===== config.mk =====
export PLATFORM = sky130hd
export DESIGN_NAME = pipe_register_chain
export DESIGN_NICKNAME = d
export VERILOG_FILES = /design/src/rtl/pipe_register_chain.sv
export SDC_FILE = /design/constraint.sdc
export NUM_CORES = 1
export LEC_CHECK = 0
export ABC_AREA = 1
export BUFFER_PORTS_ARGS = -buffer_cell sky130_fd_sc_hd__buf_4
export CAP_MARGIN = 40
export CORE_AREA = 10 10 47 49
export DETAILED_ROUTE_END_ITERATION = 10
export DIE_AREA = 0 0 57 59
export HOLD_SLACK_MARGIN = 0.05
export PLACE_DENSITY_LB_ADDON = 0.15
export REMOVE_ABC_BUFFERS = 1
export SLEW_MARGIN = 5
export SYNTH_ARGS = -nofsm -noshare
export SYNTH_HDL_FRONTEND = slang
export SYNTH_SLANG_ARGS = --single-unit

===== constraint.sdc =====
create_clock -name clock -period 0.8 [get_ports clock]
set_input_delay 0.08 -clock clock [delete_from_list [all_inputs] [get_ports clock]]
set_output_delay 0.08 -clock clock [all_outputs]
set_load 0.03 [all_outputs]

===== src/rtl/pipe_register_chain.sv =====
// pipe_register_chain
//   Elastic chain of DEPTH register stages, each WIDTH bits, with valid/ready
//   handshake on both sides and a synchronous flush. Used to retime and
//   decouple a producer from a consumer. It sustains one transfer per cycle.
//   Under back-pressure it holds data without losing any.
//
// Ports
//   clock      rising-edge clock
//   reset      asynchronous, active-high reset (clears valid and data)
//   flush      synchronous clear of all stage valid bits (data kept)
//   in_data    upstream data
//   in_valid   upstream data valid
//   in_ready   chain accepts in_data this cycle
//   out_data   data of the last stage
//   out_valid  last stage holds valid data
//   out_ready  downstream accepts out_data this cycle
//   occupancy  count of valid stages (only with PIPE_REG_OCCUPANCY_EN)
//
// Configuration
//   PIPE_REG_OCCUPANCY_EN  when defined, adds the occupancy port and its counter.

module pipe_register_chain #(
  parameter int WIDTH = 4,
  parameter int DEPTH = 2
) (
  input  logic             clock,
  input  logic             reset,
  input  logic             flush,
  input  logic [WIDTH-1:0] in_data,
  input  logic             in_valid,
  output logic             in_ready,
  output logic [WIDTH-1:0] out_data,
  output logic             out_valid,
  input  logic             out_ready
`ifdef PIPE_REG_OCCUPANCY_EN
  ,
  output logic [$clog2(DEPTH+1)-1:0] occupancy
`endif
);

  logic [DEPTH-1:0] valid_q;
  logic [WIDTH-1:0] data_q [DEPTH];

  logic [DEPTH-1:0] stage_ready;
  logic [DEPTH-1:0] prev_valid;
  logic [WIDTH-1:0] prev_data [DEPTH];

  // A stage can load when it is empty or when the stage after it moves on.
  // The chain is evaluated from the output side toward the input side.
  always_comb begin : ready_chain
    logic downstream;
    downstream  = out_ready;
    stage_ready = '0;
    for (int k = DEPTH - 1; k >= 0; k--) begin
      stage_ready[k] = !valid_q[k] || downstream;
      downstream     = stage_ready[k];
    end
  end

  // Source of each stage: stage 0 takes the upstream port, others the stage before.
  always_comb begin
    prev_valid[0] = in_valid;
    prev_data[0]  = in_data;
    for (int k = 1; k < DEPTH; k++) begin
      prev_valid[k] = valid_q[k-1];
      prev_data[k]  = data_q[k-1];
    end
  end

  always_ff @(posedge clock or posedge reset) begin
    if (reset) begin
      valid_q <= '0;
      for (int k = 0; k < DEPTH; k++) begin
        data_q[k] <= '0;
      end
    end else if (flush) begin
      // Data registers are kept; only the valid bits are dropped.
      valid_q <= '0;
    end else begin
      for (int k = 0; k < DEPTH; k++) begin
        if (stage_ready[k]) begin
          valid_q[k] <= prev_valid[k];
          // Data loads only when a valid item arrives, so an idle in_data
          // (possibly X) never reaches the registers.
          if (prev_valid[k]) begin
            data_q[k] <= prev_data[k];
          end
        end
      end
    end
  end

  assign in_ready  = stage_ready[0] && !flush;
  assign out_valid = valid_q[DEPTH-1] && !flush;
  assign out_data  = data_q[DEPTH-1];

`ifdef PIPE_REG_OCCUPANCY_EN
  localparam int OCC_W = $clog2(DEPTH + 1);

  logic xfer_in;
  logic xfer_out;

  assign xfer_in  = in_valid && in_ready;
  assign xfer_out = out_valid && out_ready;

  always_ff @(posedge clock or posedge reset) begin
    if (reset) begin
      occupancy <= '0;
    end else if (flush) begin
      occupancy <= '0;
    end else if (xfer_in && !xfer_out) begin
      occupancy <= occupancy + OCC_W'(1);
    end else if (!xfer_in && xfer_out) begin
      occupancy <= occupancy - OCC_W'(1);
    end
  end
`endif

endmodule

* Word-level counts from Yosys, hierarchy flattened
Index checks and enable logic that the tools add are counted.
Widths: inputs -> output; s select.
** Word-level totals
- Memories kept :: 0
- Logic and storage cells :: 19
- Bits in latches :: 0
- Memory bits (writable) :: 0
- Output and inout port bits :: 6
- Bits in read-only memories :: 0
- Input port bits :: 9
- Register bits after elaboration :: 10
** Operators by class
- $mul :: 0
- Shift-type cells :: 0
- Equality and inequality tests :: 0
- Reductions and logical operators :: 11
- Muxes and demuxes :: 3
- $add $sub $neg :: 0
- Magnitude comparators :: 0
- Bitwise operators :: 1
- Div/mod/pow operators :: 0
** Operator list (count)
- $reduce_and 3->1 :: 2
- $reduce_bool 2->1 :: 2
- $logic_not 1->1 :: 3
- $logic_and 1x1->1 :: 2
- $logic_or 1x1->1 :: 2
- $mux 1 :: 2
- $mux 2 :: 1
- $not 1->1 :: 1

* Longest topological paths before layout
Gate-level depths: netlist of the first run.
- Depth in word-level cells :: 5
- Depth in mapped cells :: 5
- Gate-level depth less buffers :: 5

* Least setup slack after synthesis of the first run
OpenSTA, ideal clock, no wires.
- Path kind :: register to output
- Start point :: register valid_q[1]
- End point :: output port out_valid
- Path slack :: -0.126 ns
- Path buffers :: 0
- Arrival time :: 0.846 ns
- Cell stages (with the launch flop) :: 3
- Required time :: 0.720 ns
- Cell sequence :: dfrtp_1 -> inv_1 -> nor2_1
** Between the ends
- Word-level cells in the longest chain between the ends :: 1
** Ends and longest elaborated chain
- start: declaration :: RTL line 41 : logic [DEPTH-1:0] valid_q;
- start signal: indexed assignment :: RTL line 82 : valid_q[k] <= prev_valid[k];
- $logic_and 1x1->1 :: RTL line 94 : assign out_valid = valid_q[DEPTH-1] && !flush;
- end: declaration :: RTL line 33 : output logic out_valid,
No other way between the ends.

* Final worst setup path of the first run
- Start point :: register valid_q[1]
- End point :: output port in_ready
** Between the ends
- Word-level cells in the longest chain between the ends :: 4
** Ends and longest elaborated chain
- $logic_not 1->1 :: RTL line 55 : stage_ready[k] = !valid_q[k] || downstream;
- $logic_or 1x1->1 (2 in series) :: RTL line 55
- $logic_and 1x1->1 :: RTL line 93 : assign in_ready = stage_ready[0] && !flush;
- end: declaration :: RTL line 31 : output logic in_ready,
No other way between the ends.

==> flow_summary.json, run 1 <==
{
  "setup_tns_ns": -2.50,
  "track_usage_pct": 6.65,
  "clkLatencyLatePin_ns": 0.25,
  "antenna_found_initial": 0,
  "yosys-top-cells-area": "dfrtp_1 (51%), nand2_1 (13%), nand3_1 (8.1%)",
  "violations": "setup timing",
  "slew_headroom_pct": 75.0,
  "worst_slack_ns": -0.277,
  "synth_fa_ha_area_share_pct": 0,
  "synth_seq_cells": 10,
  "ir_drop_mv": 1.22,
  "reg2reg_to": "out_data[0]",
  "route.detailed.drc": 0,
  "via_per_inst": 4.46,
  "netlist_top_cells_count": "nand2_1 (17), dfrtp_1 (10), nand3_1 (8)",
  "post-synth-top-count-cell": "nand2_1",
  "clk_pin_slew_worst_paths_ns": 0.06,
  "cellPowerDensity_nw_per_um2": 1840,
  "wire_per_inst_um": 10.3,
  "fin_area_um2": 786,
  "drive_gt1_share_pct": 51.9,
  "crit_arrival_ns": 1.00,
  "cts.path.max_buffers": 2,
  "fin_crit_sh_pct": 135,
  "synth_top_family_by_area": "simple AND/OR/NAND/NOR gates",
  "tritoncts": "built",
  "status": "finished with violations",
  "path_max_fanout": 3,
  "critPathKind": "reg2out",
  "critPathCaptureType": "output pin",
  "syn_inst": 55,
  "grt_max_degree": 11,
  "fin_crit_ns": 1.08,
  "setup_viol": 16,
  "yosys_warnings": 0,
  "netlist_area_um2": 493,
  "setup.worst_path.end": "in_ready",
  "die_w_um": 57,
  "core-area_um2": 1400,
  "grt_pass1_vias": 447,
  "fin_util_pct": 56.1,
  "cap_violations": 0,
  "finClkSkew_ns": 0.000380,
  "syn_to_final_growth_pct": 59.4,
  "stdcell_count": 97,
  "place_ws_ns": -0.103,
  "postSynthAreaPerCell_um2": 8.96,
  "firstDrtPassIters": 2,
  "cts_root_buf": "clkbuf_4",
  "startpoint_type": "flip-flop",
  "synth_xor_area_share_pct": 0,
  "first_iter_violations": 10,
  "reg2reg_setup_slack_ns": -0.25,
  "overflow": 0,
  "synth.largest_area_cell": "dfrtp_1",
  "synth_compound_area_share_pct": 2.03,
  "synth_top_area_share_pct": 50.8,
  "r2r-start": "valid_q[1]",
  "hold_class": "in2reg",
  "cts_num_sinks": 10,
  "netlist-cell-type-count": 12,
  "cp-startpoint": "valid_q[1]",
  "synth-simple-area-share_pct": 35.8,
  "drt.antenna.violating_nets": 0,
  "rows": 14,
  "htreeDepth": 1,
  "p_leak_nw": 0.400,
  "io_buffers": 14,
  "n_antenna_cell": 0,
  "hold_viol": 0,
  "synth_flop_cell": "dfrtp_1",
  "rsz0062_at_grt": "yes",
  "io_pins": 15,
  "dp_hpwl_um": 764,
  "placed_cell_area_um2": 588,
  "synthArstFlopShare_pct": 100,
  "r2r_cells": 6,
  "finalWeightedCongestion": 0.696,
  "synth-edff-count": 0,
  "vias": 433,
  "wl_um": 998,
  "synthMuxAreaShare_pct": 0,
  "dieHeight_um": 59,
  "place_inst": 81,
  "grt_pass1_wl_mm": 1.84,
  "layout.nets": 92,
  "crit_required_ns": 0.72,
  "cts_buffers": 3,
  "die_area_um2": 3360,
  "start_util_pct": 35.2,
  "worstMarginPinSlew_ns": 0.374,
  "report.final.slew_viol_count": 0,
  "fmax_mhz": 929,
  "synth_seq_area_share_pct": 50.8
}
## cell usage in the layout, fill, tap and decap left out
| master | n |
|---|---|
| buf_4 | 15 |
| nand2_1 | 10 |
| dfrtp_1 | 9 |
| nand3_1 | 8 |
| nand2_2 | 7 |
| buf_6 | 7 |
| inv_1 | 5 |
| dlygate4sd3_1 | 5 |
| clkbuf_4 | 3 |
| nor2_4 | 2 |
| nand2_4 | 2 |
| inv_4 | 1 |
| nand2_8 | 1 |
| nand3_4 | 1 |
| nor2_1 | 1 |
| inv_2 | 1 |
| a21oi_2 | 1 |
| a21oi_1 | 1 |
| dfrtp_2 | 1 |
## through the flow
step / hold WS (ns) / total power [mW]
after CTS: 0.0539 / 1.41
after global placement: 0.0860 / 0.966
after floorplan: -0.0798 / 0.825
final: 0.0565 / 1.45
after detailed placement: 0.0854 / 0.967
after global routing: 0.0592 / 1.55
## flip-flops by register name, indices dropped and copies added (netlist names)
name / count
valid_q: 2
out_data: 4
data_q: 4
## worst min-delay path by stage
stage                    start     endpoint  slack, ns  cells past startpoint
CTS                 in_data[0]    data_q[4]       0.05                      3
floorplan                reset    data_q[4]      -0.08                      1
detailed placement       reset  out_data[3]       0.09                      2
global route        in_data[0]    data_q[4]       0.06                      3
global placement         reset  out_data[3]       0.09                      2
finish              in_data[2]    data_q[6]       0.06                      3
## cell families (layout without fill, tap and decap cells)
family | Yosys count | after routing
buffers and inverters | 11 | 37
flip-flops | 10 | 10
AO/OA/AOI/OAI | 2 | 2
AND/OR/NAND/NOR | 32 | 32
## layout make-up
class | count | area (um^2)
Timing Repair Buffer | 27 | 241
Clock buffer | 3 | 22.5
Inverter | 7 | 28.8
Sequential cell | 10 | 251
Multi-Input combinational cell | 34 | 221
Fill cell | 145 | 616
Tap cell | 16 | 20.0
## critical path, cell delays in order, from the launching register on
cell and delay [ns]:
dfrtp_2 0.43, nand3_4 0.10, nand2_2 0.05, inv_2 0.04, buf_6 0.12
## metal layers
| layer | vias to the layer above | global-route usage, % | wire [um] |
|---|---|---|---|
| met5 | - | 0 | 0 |
| met4 | 0 | 1.01 | 0 |
| met3 | 0 | 5.15 | 122 |
| met2 | 13 | 10.9 | 463 |
| met1 | 201 | 6.75 | 413 |
| li1 | 219 | - | - |
## what timing repair did
item	in CTS	in global routing
setup buffers	7	2
setup endpoints to repair	15	16
pin swaps	1	3
hold buffers	5	0
endpoints found under the hold margin	13	0
resized for setup	9	12
## power breakdown
group          switching, mW  total [mW]  internal [mW]
Clock                  0.154       0.327          0.173
Combinational          0.238       0.488          0.250
Sequential            0.0510       0.632          0.581
Power figures use the tool's default switching activity.
==> inputs of run 2 (changes only) <==
- CELL_PAD_IN_SITES_DETAIL_PLACEMENT: unset -> 0
- CELL_PAD_IN_SITES_GLOBAL_PLACEMENT: unset -> 1
- CORE_AREA: 10 10 47 49 -> unset
- CORE_MARGIN: unset -> 10
- CORE_UTILIZATION: unset -> 31
- DIE_AREA: 0 0 57 59 -> unset
- MAX_ROUTING_LAYER: unset -> met4
==> flow_summary.json, run 2 (synthesized netlist as in run 1, its figures left out) <==
{
  "status": "finished with violations",
  "violations": "setup timing",
  "cts_num_sinks": 10,
  "reg2reg_setup_slack_ns": -0.24,
  "antenna_found_initial": 0,
  "io_buffers": 14,
  "combPwrFrac_pct": 31.5,
  "crit_family": "flip-flops",
  "rows": 14,
  "die_w_um": 59.9,
  "overflow": 0,
  "report.final.slew_viol_count": 0,
  "syn_to_final_growth_pct": 68.3,
  "rsz0062_at_grt": "yes",
  "whs_path_depth": 3,
  "htreeDepth": 1,
  "p_total_mw": 1.58,
  "via_per_inst": 4.40,
  "cts.path.max_buffers": 2,
  "stdcell_count": 100,
  "place_ws_ns": -0.118,
  "finalWeightedCongestion": 0.670,
  "fin_crit_ns": 1.09,
  "worst_slack_ns": -0.289,
  "internal_power_mw": 1.12,
  "track_usage_pct": 6.99,
  "p_leak_nw": 0.428,
  "reg2reg_to": "data_q[4]",
  "n_antenna_cell": 0,
  "layout.nets": 94,
  "critPathKind": "reg2out",
  "tritoncts": "built",
  "wire_per_inst_um": 11.0,
  "wl_mm": 1.10,
  "io_pins": 15,
  "cp_cell_sequence": "nand3_4 -> nand2_2 -> inv_2 -> buf_6",
  "clk_pin_slew_worst_paths_ns": 0.07,
  "hold_class": "in2reg",
  "hold_viol": 0,
  "holdCritStartpoint": "in_valid",
  "hold_end": "valid_q[0]",
  "seq_power_share_pct": 40.3,
  "first_iter_violations": 6,
  "cellPowerDensity_nw_per_um2": 1910,
  "cap_violations": 0,
  "worstMarginPinSlew_ns": 0.369,
  "n_fill_cell": 142,
  "vias": 440,
  "layout_common_cells": "buf_4 (16), nand2_1 (10), dfrtp_1 (9), nand3_1 (7), nand2_2 (7)",
  "slew_headroom_pct": 75.4,
  "finClkSkew_ns": 0.00271,
  "setup_tns_ns": -2.62,
  "cts_root_buf": "clkbuf_4",
  "fin_area_um2": 830,
  "net-switching-power_mw": 0.466,
  "startpoint_type": "flip-flop",
  "fin_crit_sh_pct": 136,
  "cts_buffers": 3,
  "dieHeight_um": 59.9,
  "ir_drop_mv": 1.03,
  "path_max_fanout": 3,
  "drive_gt1_share_pct": 54.8,
  "critPathCaptureType": "output pin",
  "final_common_cell": "buf_4",
  "route.detailed.drc": 0,
  "slowest_delay_ns": 0.44,
  "core-area_um2": 1510,
  "place_inst": 81,
  "p_clk_share_pct": 28.1,
  "crit_slowest_cell": "dfrtp_2",
  "grt_pass1_vias": 449,
  "p_sw_share_pct": 29.4,
  "drt.antenna.violating_nets": 0,
  "firstDrtPassIters": 4,
  "start_util_pct": 32.7,
  "grt_pass1_wl_mm": 1.84,
  "die_area_um2": 3590,
  "critPathBufInv": 2,
  "r2r_cells": 6,
  "clkLatencyLatePin_ns": 0.26,
  "r2r-start": "valid_q[1]",
  "hold_ws_ns": 0.133,
  "grt_max_degree": 11,
  "fin_util_pct": 55.1,
  "placed_cell_area_um2": 588,
  "fmax_mhz": 919,
  "dp_hpwl_um": 754,
  "crit_required_ns": 0.72,
  "crit_arrival_ns": 1.01,
  "setup_viol": 16
}
==> run 2: cell count changes in the layout (fill, tap and decap cells not counted), sizes merged <==
| cell | before | now |
|---|---|---|
| buf | 22 | 23 |
| dlygate4sd3 | 5 | 6 |
| clkbuf | 3 | 4 |
==> run 2: how the worst max path moves through the flow <==
stage               slack [ns]        from  cells past startpoint         to
floorplan                -0.13  valid_q[1]                      2  out_valid
global placement         -0.11  valid_q[1]                      4   in_ready
detailed placement       -0.12  valid_q[1]                      4   in_ready
CTS                      -0.30  valid_q[1]                      4   in_ready
global route             -0.32  valid_q[1]                      4   in_ready
finish                   -0.29  valid_q[1]                      4   in_ready
==> run 2: power groups by stage <==
stage	sequential, mW	clock [mW]	combinational, mW
floorplan	0.712	0	0.113
global placement	0.637	0	0.330
detailed placement	0.637	0	0.329
CTS	0.633	0.452	0.425
global route	0.648	0.488	0.540
finish	0.638	0.446	0.499
==> run 2: layer usage <==
metal	global-route usage (%)	wire [um]	vias to the layer above
li1	-	-	223
met2	9.71	535	14
met5	-	0	-
met4	2.88	9	0
met1	7.64	471	201
met3	4.66	83	2
==> run 2: worst register-to-register path, stage by stage, from the launching register on <==
cell and delay, ns:
dfrtp_2 0.44, nand3_4 0.10, buf_4 0.11, buf_8 0.12, nand2_8 0.06, nand2_2 0.05
nand2_1 0.05
==> run 2: cell type report <==
cell class / instances / area [um^2] / share of cell area [%]
clock buffer: 4 / 36.3 / 4.37
inverter: 7 / 28.8 / 3.47
multi-input combinational: 34 / 230 / 27.8
sequential: 10 / 251 / 30.3
tap: 16 / 20.0 / 2.41
timing repair buffer: 29 / 263 / 31.7
==> run 2: repair_timing <==
action,CTS,global route
pin swaps,3,2
setup endpoints to repair,15,16
hold endpoints to repair,16,0
resized for setup,10,15
buffers inserted,7,5
hold buffers,6,0
==> inputs of run 3 (changes only) <==
- ABC_AREA: 1 -> unset
- CORE_MARGIN: 10 -> 2
- CORE_UTILIZATION: 31 -> 32
==> flow_summary.json, run 3 <==
{
  "clkLatencyLatePin_ns": 0.25,
  "crit_arrival_ns": 1.56,
  "cts.path.max_buffers": 2,
  "fin_area_um2": 686,
  "io_buffers": 14,
  "postSynthAreaPerCell_um2": 13.8,
  "finalWeightedCongestion": 0.769,
  "fmax_mhz": 704,
  "wire_per_inst_um": 13.6,
  "rows": 13,
  "whs_path_depth": 2,
  "synth_seq_area_share_pct": 54.9,
  "ctsHoldBuffers": 1,
  "critPathBufInv": 0,
  "post-synth-top-count-cell": "dfrtp_1",
  "crit_family": "simple AND/OR/NAND/NOR gates",
  "clk_pin_slew_worst_paths_ns": 0.06,
  "n_fill_cell": 123,
  "synthArstFlopShare_pct": 100,
  "p_clk_share_pct": 21.1,
  "vias": 313,
  "netlist_area_um2": 455,
  "synth.largest_area_cell": "dfrtp_1",
  "status": "finished with violations",
  "wl_um": 926,
  "path_max_fanout": 4,
  "netlist-cell-type-count": 11,
  "finClkSkew_ns": 0.00446,
  "grt_pass1_wl_mm": 1.54,
  "worstMarginPinSlew_ns": 0.387,
  "overflow": 0,
  "net-switching-power_mw": 0.456,
  "core-area_um2": 1320,
  "slowest_delay_ns": 0.42,
  "drive_gt1_share_pct": 69.8,
  "hold_class": "in2reg",
  "synth_seq_cells": 10,
  "htreeDepth": 1,
  "fin_crit_sh_pct": 178,
  "ir_drop_mv": 1.02,
  "critPathKind": "reg2reg",
  "critPathCaptureType": "flip-flop",
  "final_common_cell": "buf_4",
  "startpoint_type": "flip-flop",
  "hold_viol": 0,
  "hold_ws_ns": 0.0541,
  "worst_slack_ns": -0.621,
  "cts_buffers": 3,
  "seq_power_share_pct": 43.5,
  "crit_required_ns": 0.94,
  "firstDrtPassIters": 2,
  "drt.antenna.violating_nets": 0,
  "die_w_um": 41.7,
  "p_leak_nw": 0.351,
  "track_usage_pct": 12.3,
  "syn_inst": 33,
  "rsz0062_at_grt": "yes",
  "synth_flop_cell": "dfrtp_1",
  "slew_headroom_pct": 74.2,
  "internal_power_mw": 1.09,
  "yosys_warnings": 0,
  "combPwrFrac_pct": 35.4,
  "cap_violations": 0,
  "layout_common_cells": "buf_4 (13), dfrtp_1 (10), mux2_4 (8), buf_6 (7)",
  "synth-edff-count": 0,
  "worstSetupPathDepth": 3,
  "violations": "setup timing",
  "via_per_inst": 4.60,
  "first_iter_violations": 3,
  "die_area_um2": 1740,
  "fin_util_pct": 52.0,
  "dieHeight_um": 41.7,
  "tritoncts": "built",
  "netlist_top_cells_count": "dfrtp_1 (10), nor2_1 (5), buf_4 (4), mux2_2 (4), mux2_4 (4)",
  "layout.nets": 64,
  "yosys-top-cells-area": "dfrtp_1 (55%), mux2_4 (13%), mux2_2 (9.9%)",
  "setup_viol": 16,
  "fin_crit_ns": 1.42,
  "start_util_pct": 34.6,
  "r2r_cells": 3,
  "stdcell_count": 68,
  "grt_max_degree": 11,
  "dp_hpwl_um": 633,
  "grt_pass1_vias": 333,
  "crit_slowest_cell": "or3b_4",
  "route.detailed.drc": 0,
  "placed_cell_area_um2": 579,
  "cellPowerDensity_nw_per_um2": 2250,
  "p_sw_share_pct": 29.5,
  "cts_root_buf": "clkbuf_4",
  "cts_num_sinks": 10,
  "syn_to_final_growth_pct": 50.5,
  "antenna_found_initial": 0,
  "cp_cell_sequence": "and3b_1 -> or3b_4 -> mux2_4",
  "io_pins": 15,
  "n_antenna_cell": 0,
  "place_inst": 62,
  "synth_top_area_share_pct": 54.9,
  "report.final.slew_viol_count": 0
}
run 3: cell count changes after synthesis, moves of 2 or more:
cell | previous run | this run
nand2_1 | 17 | 0
nor2_4 | 2 | 0
mux2_2 | 0 | 4
nor2_1 | 1 | 5
mux2_4 | 0 | 4
nand3_1 | 8 | 0
inv_1 | 6 | 1
nand2_4 | 2 | 0
a21oi_1 | 2 | 0
run 3: routing by layer:
layer | track usage, % | vias up | share of wire, %
li1 | - | 146 | -
met1 | 14.4 | 156 | 39
met2 | 18.4 | 9 | 54
met3 | 3.48 | 2 | 5.7
met4 | 7.74 | 0 | 0.86
met5 | - | - | 0
run 3: worst paths after layout:
check,start,endpoint,slack [ns]
max in group asynchronous,reset,valid_q[1],0.15
min in group asynchronous,reset,data_q[5],0.37
max,valid_q[0],data_q[7],-0.62
min,in_data[2],data_q[6],0.05
max reg2reg,valid_q[0],data_q[7],-0.62
min reg2reg,data_q[5],data_q[5],0.52
run 3: layout make-up:
cell class,count,area (um^2),share of cell area [%]
Tap cell,15,18.8,2.74
Timing Repair Buffer,21,186,27.2
Inverter,1,3.75,0.547
Multi-Input combinational cell,18,204,29.7
Clock buffer,3,22.5,3.28
Sequential cell,10,250,36.5
run 3: through the flow:
stage          power [mW]  setup TNS (ns)  worst slack (ns)
2_1_floorplan       0.924           -4.61            -0.580
3_3_place_gp         1.09           -4.68            -0.596
3_5_place_dp         1.11           -5.17            -0.636
4_1_cts              1.54           -6.10            -0.645
5_1_grt              1.62           -6.78            -0.659
6_report             1.54           -6.04            -0.621
run 3: worst register-to-register path: stages (launching register included):
cell,delay (ns)
dfrtp_1,0.38
and3b_1,0.20
or3b_4,0.42
mux2_4,0.31
run 3: power groups by stage:
stage	Combinational (mW)	Sequential, mW	Clock, mW
CTS	0.535	0.668	0.334
floorplan	0.146	0.778	0
global route	0.570	0.683	0.368
finish	0.547	0.670	0.325
global placement	0.438	0.657	0
detailed placement	0.445	0.660	0
run 3: cell families (layout without fill, tap and decap cells):
family	Yosys count	in the layout	synth area share, %
buffers and inverters	5	25	7.42
multiplexers	8	8	23.1
flip-flops	10	10	54.9
AND/OR/NAND/NOR	10	10	14.6
run 3: timing repair:
item	4_1_cts	5_1_grt
buffers inserted	2	1
pin swaps	4	2
hold endpoints to repair	11	3
gates resized for setup	11	5
cloned	0	0
endpoints found under the setup margin	16	16
